$ cat config.mk
export PLATFORM = sky130hd
export DESIGN_NAME = mod_ptxt_loader
export DESIGN_NICKNAME = d
export VERILOG_FILES = /design/src/rtl/aes_pkg.sv /design/src/rtl/mod_ptxt_loader.sv
export SDC_FILE = /design/constraint.sdc
export NUM_CORES = 1
export LEC_CHECK = 0
export BUFFER_PORTS_ARGS = -buffer_cell sky130_fd_sc_hd__buf_2
export CORE_MARGIN = 2
export CORE_UTILIZATION = 38
export CTS_CLUSTER_DIAMETER = 100
export CTS_CLUSTER_SIZE = 40
export DETAILED_ROUTE_END_ITERATION = 10
export PLACE_DENSITY = 0.58
export SYNTH_ARGS = -nofsm -noshare
export SYNTH_HDL_FRONTEND = slang
export SYNTH_SLANG_ARGS = --single-unit
$ cat constraint.sdc
create_clock -name clk -period 11.05 [get_ports clk]
set_input_delay 1.105 -clock clk [delete_from_list [all_inputs] [get_ports clk]]
set_output_delay 1.105 -clock clk [all_outputs]
set_load 0.005 [all_outputs]
$ cat src/rtl/aes_pkg.sv
// Shared AES-256 datapath types: state width and the word-assembly counter used by
// the plaintext loader, state mux and round datapath.
package aes_pkg;

  localparam int N             = 16;
  localparam int WORDS_PER_BLK = 4;
  localparam int CNT_W         = 3;

  typedef logic [N-1:0][7:0]  state_t;
  typedef logic [CNT_W-1:0]   wcnt_t;

endpackage

$ cat src/rtl/mod_ptxt_loader.sv
// Plaintext loader: packs 32-bit words into a 16-byte state and double-buffers it
// (assembly register + holding register) ahead of the input-select state mux.
module mod_ptxt_loader
  import aes_pkg::*;
#(
  parameter int WORD_W     = 32,
  parameter bit BIG_ENDIAN = 1'b1
) (
  input  logic              clk,
  input  logic              rst,
  input  logic              clr,
  input  logic              in_valid,
  output logic              in_ready,
  input  logic [WORD_W-1:0] in_data,
  output logic              blk_valid,
  input  logic              blk_ready,
  output state_t            blk_data,
  output logic [15:0]       blk_cnt
);

  localparam int BPW = WORD_W / 8;

  state_t      asm_reg;
  state_t      asm_next;
  wcnt_t       asm_cnt_reg;
  state_t      blk_data_reg;
  logic        blk_valid_reg;
  logic [15:0] blk_cnt_reg;

  logic accept;
  logic consume;
  logic hold_free;
  logic last_word;
  logic load;

  // in_ready depends only on the assembly count, never on blk_ready.
  assign in_ready  = (asm_cnt_reg < wcnt_t'(WORDS_PER_BLK));
  assign accept    = in_valid && in_ready;
  assign consume   = blk_valid_reg && blk_ready;
  assign hold_free = !blk_valid_reg || blk_ready;
  assign last_word = (accept && (asm_cnt_reg == wcnt_t'(WORDS_PER_BLK - 1))) || !in_ready;
  assign load      = last_word && hold_free;

  genvar gi;
  generate
    for (gi = 0; gi < N; gi++) begin : g_byte
      localparam int WI  = gi / BPW;
      localparam int BI  = gi % BPW;
      localparam int LSB = BIG_ENDIAN ? (BPW - 1 - BI) * 8 : BI * 8;
      assign asm_next[gi] = (accept && (asm_cnt_reg == wcnt_t'(WI))) ?
                            in_data[LSB +: 8] : asm_reg[gi];
    end
  endgenerate

  always_ff @(posedge clk or posedge rst) begin
    if (rst) begin
      asm_reg     <= '0;
      asm_cnt_reg <= '0;
    end else if (clr) begin
      asm_cnt_reg <= '0;
    end else begin
      if (accept)
        asm_reg <= asm_next;
      if (load)
        asm_cnt_reg <= '0;
      else if (accept)
        asm_cnt_reg <= asm_cnt_reg + wcnt_t'(1);
    end
  end

  // asm_next already contains the word accepted on this edge, so a completing
  // word lands in the holding register without an extra cycle.
  always_ff @(posedge clk or posedge rst) begin
    if (rst) begin
      blk_data_reg  <= '0;
      blk_valid_reg <= 1'b0;
      blk_cnt_reg   <= '0;
    end else if (clr) begin
      blk_valid_reg <= 1'b0;
    end else begin
      if (load) begin
        blk_data_reg  <= asm_next;
        blk_valid_reg <= 1'b1;
      end else if (consume) begin
        blk_valid_reg <= 1'b0;
      end
      if (consume)
        blk_cnt_reg <= blk_cnt_reg + 16'd1;
    end
  end

  assign blk_data  = blk_data_reg;
  assign blk_valid = blk_valid_reg;
  assign blk_cnt   = blk_cnt_reg;

endmodule

### After elaboration in Yosys (flattened, before gate mapping)

Index checks and enable logic that the tools add are counted.

| storage, ports and cells | value |
|---|---|
| register bits after elaboration | 276 |
| input port bits | 37 |
| output and inout bits | 146 |
| logic and storage cells | 81 |

| operators by class | value |
|---|---|
| add/subtract/negate cells | 2 |
| magnitude comparators | 1 |
| equality and inequality tests | 3 |
| mux-type cells | 22 |
| bitwise logic cells | 1 |
| reduce and logical (&&, ||, !) cells | 17 |

Operators with widths:

| operator | count |
|---|---|
| $mux W8 | 16 |
| $add A16 B1 Y16 const B | 1 |
| $mux W3 | 3 |
| $logic_and A1 B1 Y1 | 7 |
| $eq A3 B2 Y1 const B | 2 |
| $reduce_and A2 Y1 | 3 |
| $reduce_bool A3 Y1 | 2 |
| $add A3 B1 Y3 const B | 1 |
| $eq A3 B1 Y1 const B | 1 |
| $logic_not A3 Y1 | 1 |
| $lt A3 B3 Y1 const B | 1 |
| $mux W1 | 3 |
| $logic_not A1 Y1 | 2 |
| $logic_or A1 B1 Y1 | 2 |
| $not A1 Y1 | 1 |

### Longest topological paths before layout

Gate-level depths: netlist of the first run.

| logic depth | value |
|---|---|
| word-level depth | 7 |
| gate-level depth with buffers | 8 |
| mapped depth without buffers | 6 |

### Least setup slack after synthesis of the first run

No wires, ideal clock.

| timing path | value |
|---|---|
| path type | input to register |
| start | input in_valid |
| end | register asm_reg[104] (netlist name) |
| library setup time | 0.125 ns |
| data arrival time | 2.219 ns |
| data required time | 10.925 ns |
| slack | 8.706 ns |
| cell stages on the path | 7 |
| buffers on the path | 3 |
| cell sequence | nor2b_1 > buf_6 > nor2b_4 > and2_1 > buf_6 > buf_8 > mux2_4 |

| on the way | value |
|---|---|
| cells in the longest elaborated chain, start to end | 3 |
| elaborated cells on any way between the ends | 4 |
| those cells by class | 1 x mux; 3 x reduce/logical |

RTL lines:

| item | RTL line | text |
|---|---|---|
| start: declaration | mod_ptxt_loader.sv:12 | `input logic in_valid,` |
| $logic_and A1 B1 Y1 (*) | mod_ptxt_loader.sv:38 | `assign accept = in_valid && in_ready;` |
| $logic_and A1 B1 Y1 | mod_ptxt_loader.sv:50 | `assign asm_next[gi] = (accept && (asm_cnt_reg == wcnt_t'(WI))) ?` |
| $mux W8 | mod_ptxt_loader.sv:50 |  |
| end signal: assignment | mod_ptxt_loader.sv:63 | `asm_reg <= asm_next;` |
| end: declaration | mod_ptxt_loader.sv:23 | `state_t asm_reg;` |

Every way passes the cells marked *; elsewhere a longest branch is shown, timed or not.
A chain may end at the register's enable or synchronous reset.

### Final worst setup path of the first run

| timing path | value |
|---|---|
| start | input in_valid |
| end | register asm_reg[7] (netlist name) |

Same word-level chain as after synthesis.

==> impl_metrics.json, run 1 <==
{
  "drc": 0,
  "cts_setup_buffers": 0,
  "clock_sinks": 276,
  "period_share_pct": 27.9,
  "post_drt_wl_per_cell_um": 17.5,
  "dieArea_mm2": 0.0331,
  "nets": 1111,
  "synthCells": 920,
  "rsz0062_at_grt": "no",
  "coreArea_mm2": 0.0314,
  "seq_power_share_pct": 52.1,
  "timing.hold.ws_ns": 0.483,
  "stdcell_count": 1474,
  "critical_path_class": "in2reg",
  "fin_worst_skew_ns": 0.0307,
  "fmax_mhz": 325,
  "grt_overflow": 0,
  "cts_buffers": 12,
  "netlist_area_mm2": 0.0120,
  "wl_um": 25800,
  "synth-simple-area-share_pct": 5.94,
  "cts-root-buf": "clkbuf_16",
  "timing.rr.start": "asm_cnt_reg[0]",
  "ir_drop_uv": 102,
  "synthMuxAreaShare_pct": 25.5,
  "cts_hold_buf": 0,
  "clk_pin_slew_ns": 0.13,
  "p_switching_mw": 0.981,
  "crit_path_end_kind": "register",
  "p_int_mw": 2.17,
  "synthXorXnorAreaFrac_pct": 1.17,
  "setup_tns_ns": 0,
  "finalHoldViolCount": 0,
  "final_max_slew_viol_count": 0,
  "clock_path_buffers": 3,
  "crit_required_ns": 11.45,
  "ios": 183,
  "ctsHtreeMaxLevel": 1,
  "drtIter0Drc": 468,
  "grt_pass1_vias": 7225,
  "power_density_mw_per_mm2": 233,
  "track_usage_pct": 15.5,
  "start_util_pct": 38.3,
  "endpoint": "asm_reg[7]",
  "synth_cell_type_count": 35,
  "drt_pass1_iterations": 4,
  "std_cell_rows": 65,
  "finalCriticalPeriod_ns": 3.08,
  "postRouteAntennaNets": 0,
  "worst_ep_arrival_time_ns": 3.48,
  "maxCapViolCount": 0,
  "syn_area_per_cell_um2": 13.1,
  "tightest_slew_ns": 1.21,
  "clkPwrFrac_pct": 18.2,
  "grt_max_degree": 142,
  "dp_hpwl_um": 16500,
  "yosysSeqAreaShare_pct": 57.4,
  "gp_congestion": 0.701,
  "numPortBuffers": 182,
  "drive_gt1_share_pct": 32.4,
  "setup_viol": 0,
  "die_height_um": 182,
  "cts_tree": "done",
  "via_per_inst": 4.90,
  "synth_warnings": 0,
  "synth-adder-area-share_pct": 0.624,
  "crit_start": "in_valid",
  "num_vias": 7222,
  "synth-seq-cells": 276,
  "cp-start-kind": "primary input",
  "cts_resized": 0,
  "worstSkewPairLatency_ns": 0.51,
  "fin_util_pct": 43.0,
  "synth.net_count": 963,
  "reg2reg_to": "blk_data[72]",
  "nFillCells": 2988,
  "design_area_mm2": 0.0135,
  "p_leak_nw": 6.96,
  "grt_pass1_wl_um": 41200,
  "worstRegToRegCells": 8,
  "diodes": 0,
  "relSlewSlack_pct": 19.5,
  "synth_top_family_by_area": "multiplexers",
  "hp-class": "reg2reg",
  "run_status": "finished, final reports clean",
  "share_comb_of_total_power_pct": 29.7,
  "place_area_mm2": 0.0131,
  "synth_compound_area_share_pct": 5.56,
  "antenna_found_initial": 0,
  "power_switching_share_pct": 31.2,
  "place_inst": 1456,
  "area_growth_pct": 12.4,
  "ff2ff_setup_slack_ns": 8.16,
  "die_w_um": 182,
  "crit_fanout": 33
}
-- per-layer routing --
metal | global-route usage [%] | vias to the layer above | routed length, um
met5 | 0 | - | 0
met4 | 2.74 | 0 | 299
met3 | 2.91 | 24 | 1250
met2 | 24.4 | 133 | 11600
met1 | 22.7 | 3598 | 12600
li1 | - | 3467 | -
-- layout make-up --
| cell class | count | area, um2 | share of cell area (%) |
|---|---|---|---|
| Sequential cell | 276 | 6910 | 51.1 |
| Tap cell | 402 | 503 | 3.72 |
| Multi-Input combinational cell | 582 | 4690 | 34.7 |
| Inverter | 5 | 26.3 | 0.194 |
| Clock inverter | 4 | 80.1 | 0.593 |
| Clock buffer | 14 | 329 | 2.44 |
| Timing Repair Buffer | 191 | 978 | 7.24 |
-- worst min path at each step --
stage	startpoint	end	slack, ns	cells past startpoint
after floorplan	asm_reg[6]	asm_reg[6]	0.46	1
after global placement	blk_cnt[15]	blk_cnt[15]	0.46	1
after detailed placement	blk_cnt[15]	blk_cnt[15]	0.46	1
after CTS	blk_cnt[15]	blk_cnt[15]	0.49	1
after global routing	blk_cnt[15]	blk_cnt[15]	0.52	1
final	blk_cnt[15]	blk_cnt[15]	0.48	1
-- metrics by stage --
stage | total power [mW] | setup slack (ns)
final | 3.15 | 7.97
after global routing | 3.38 | 7.86
after CTS | 3.20 | 7.97
after detailed placement | 2.61 | 7.43
after global placement | 2.59 | 7.49
after floorplan | 2.20 | 2.34
-- worst max-delay path, cell delays in order --
cell and delay [ns]:
buf_2 0.10, nor2b_1 0.57, nand2_2 0.09, buf_4 0.34
nor2_4 0.81, mux2_2 0.42
-- synth_stat cells --
master / n / area (um2)
nor3_2: 1 / 10.0
ha_1: 6 / 75.1
mux2_2: 38 / 428
mux2_4: 90 / 1350
and2_1: 3 / 18.8
nand2_2: 2 / 12.5
nor3_1: 1 / 5.00
buf_12: 6 / 120
mux2i_1: 128 / 1280
or4_1: 1 / 7.51
and3_1: 1 / 6.26
nand3_1: 4 / 20.0
nor4_1: 1 / 6.26
nor2_2: 1 / 6.26
nand2_1: 7 / 26.3
buf_4: 8 / 60.1
xor2_1: 4 / 35.0
o21bai_1: 1 / 7.51
buf_6: 4 / 45.0
dfrtp_1: 276 / 6910
buf_1: 7 / 26.3
mux2_1: 1 / 11.3
clkbuf_1: 9 / 33.8
nor2b_1: 2 / 12.5
nor2b_4: 1 / 13.8
xnor2_1: 12 / 105
buf_2: 20 / 100
inv_1: 5 / 18.8
nand4_1: 6 / 37.5
a21oi_1: 132 / 661
nand4b_1: 1 / 8.76
nor2_1: 136 / 510
buf_8: 3 / 45.0
or2_1: 1 / 6.26
nand2b_1: 1 / 6.26
-- layout by cell type (no fill, tap or decap), types with 2 or more instances in the layout --
cell type	count
nor2b_1	2
clkbuf_16	13
mux2_2	38
xor2_1	4
and2_2	3
a21oi_1	132
nand4_1	6
inv_8	2
nand3_1	4
clkinv_16	2
nand2_1	5
dfrtp_1	276
inv_1	4
buf_4	9
xnor2_1	12
ha_1	6
mux2_4	90
nor2_1	136
mux2i_1	128
buf_2	182
nand2_2	4
-- power by group through the flow --
| stage | combinational [mW] | clock (mW) | sequential, mW |
|---|---|---|---|
| 2_1_floorplan | 0.569 | 0 | 1.63 |
| 3_3_place_gp | 0.931 | 0 | 1.66 |
| 3_5_place_dp | 0.950 | 0 | 1.66 |
| 4_1_cts | 0.955 | 0.596 | 1.65 |
| 5_1_grt | 1.06 | 0.632 | 1.69 |
| 6_report | 0.936 | 0.572 | 1.64 |
-- cells by family (layout without fill, tap and decap cells) --
kind of cell               Yosys count  after routing
DFF                                276            276
buffers and inverters               62            214
xor gates and xnor gates            16             16
adders and majority gates            6              6
and+or+nand+nor                    170            170
muxes                              257            257
AOI/OAI and AO/OA                  133            133
Power figures use the tool's default switching activity.
==> run 2: changes to the inputs <==
Settings changed: PLACE_DENSITY 0.58 to 0.6.
Clock period 11.05 ns to 2.5 ns, I/O delays scaled along.
==> run 2 against run 1 <==
  * Global-route usage increased by 0.99 points
  * Largest power group unchanged
  * First-iteration DRC count shrank 12%
  * Sequential share of layout area down 1.4 points
  * Total power increased to 4.5 times the previous value
  * Clock skew up 0.010 ns
  * Largest cell class unchanged
  * Non-clock buffer count is 24 higher
  * Sequential power rose to 4.4 times the previous value
  * Die area did not move
  * Combinational power rose to 4.5 times the previous value
==> impl_metrics.json, run 2 (synthesis gave the netlist of run 1 again) <==
{
  "hp-class": "in2reg",
  "crit_fanout": 58,
  "nets": 1136,
  "drtIter0Drc": 413,
  "fin_worst_skew_ns": 0.0411,
  "fmax_mhz": 490,
  "drc": 0,
  "ios": 183,
  "relSlewSlack_pct": 64.0,
  "use_met1_pct": 24.5,
  "layout_commonest_cell": "dfrtp_1",
  "wl_um": 26900,
  "rsz0062_at_grt": "no",
  "clock_path_buffers": 3,
  "p_leak_nw": 7.14,
  "critPathMaxStageDelay_ns": 0.43,
  "finalCriticalPeriod_ns": 2.04,
  "cts_resized": 0,
  "run_status": "finished, final reports clean",
  "path_delay_family": "buffers and inverters",
  "crit_path_end_kind": "register",
  "die_height_um": 182,
  "use_met2_pct": 25.8,
  "grt_use_met3_pct": 2.91,
  "worstSkewPairLatency_ns": 0.51,
  "finalHoldViolCount": 0,
  "crit_required_ns": 2.92,
  "period_share_pct": 81.6,
  "cts_buffers": 13,
  "worst_ep_arrival_time_ns": 2.46,
  "num_vias": 7411,
  "maxCapViolCount": 0,
  "layout_common_cells": "dfrtp_1, buf_2, nor2_1",
  "cp-start-kind": "register",
  "ctsHtreeMaxLevel": 1,
  "track_usage_pct": 16.5,
  "clock_sinks": 276,
  "design_area_mm2": 0.0139,
  "setup_ws_ns": 0.461,
  "dp_hpwl_um": 17500,
  "drive_gt1_share_pct": 33.9,
  "place_area_mm2": 0.0134,
  "path_cells": "ha_1 -> ha_1 -> a21oi_1 -> nor3_4 -> buf_12 -> buf_4 -> nor2_1 -> a21oi_1",
  "pre_cts_ws_ns": 0.488,
  "grt_overflow": 0,
  "final_max_slew_viol_count": 0,
  "ir_drop_uv": 491,
  "diodes": 0,
  "die_w_um": 182,
  "grt-busiest-layer": "met2",
  "postRouteAntennaNets": 0,
  "clk_pin_slew_ns": 0.14,
  "area_growth_pct": 15.6,
  "grt_pass1_wl_um": 43700,
  "setup_viol": 0,
  "post_drt_wl_per_cell_um": 17.9,
  "setup_tns_ns": 0,
  "start_util_pct": 38.3,
  "via_per_inst": 4.94,
  "dieArea_mm2": 0.0331,
  "critPathBufInv": 2,
  "grt_max_degree": 101,
  "coreArea_mm2": 0.0314,
  "gp_congestion": 0.751,
  "power_density_mw_per_mm2": 1020,
  "grt_pass1_vias": 7595,
  "cpMaxStageDelayCell": "dfrtp_1",
  "cts_tree": "done",
  "cts_hold_buf": 2,
  "numPortBuffers": 182,
  "drt_pass1_iterations": 4,
  "tightest_slew_ns": 0.540,
  "critical_path_class": "reg2reg",
  "antenna_found_initial": 0,
  "cts-root-buf": "clkbuf_16",
  "power_mw": 14.1,
  "std_cell_rows": 65,
  "cts_setup_buffers": 0
}
==> run 2: cell type report <==
class | count | area [um2]
multi-input cells | 582 | 4690
clock buffers | 13 | 325
clock inverters | 8 | 143
repair buffers | 215 | 1310
flip-flops and latches | 276 | 6910
fillers | 2956 | 17500
inverters | 5 | 22.5
well taps | 402 | 503
==> run 2: worst paths after layout <==
path | startpoint | to | slack [ns] | depth (start not counted)
worst max-delay path | asm_cnt_reg[0] | blk_data[114] | 0.46 | 8
worst min-delay path | in_data[29] | asm_reg[101] | 0.08 | 2
worst max register to register | asm_cnt_reg[0] | blk_data[114] | 0.46 | 8
worst min register to register | blk_cnt[15] | blk_cnt[15] | 0.49 | 1
max in group asynchronous | rst | asm_reg[3] | 1.33 | 4
min in group asynchronous | rst | asm_reg[82] | 0.31 | 3
==> run 2: stage by stage <==
stage / hold WS [ns] / cells / utilization, %
floorplan: 0.385 / 920 / -
global route: 0.0701 / 1501 / 44.3
global placement: 0.297 / 1478 / 42.7
detailed placement: 0.296 / 1478 / 42.7
CTS: 0.0499 / 1501 / 44.3
finish: 0.0793 / 1501 / 44.3
==> run 2: metal layers <==
| layer | vias to the layer above | part of all wire [%] |
|---|---|---|
| li1 | 3525 | - |
| met1 | 3734 | 49 |
| met2 | 133 | 45 |
| met3 | 19 | 4.8 |
| met4 | 0 | 1.1 |
| met5 | - | 0 |
==> run 2: power breakdown <==
group / internal (mW) / total [mW] / switching, mW
combinational: 2.40 / 4.22 / 1.82
sequential: 6.21 / 7.24 / 1.03
clock: 1.07 / 2.69 / 1.61
total: 9.67 / 14.1 / 4.47
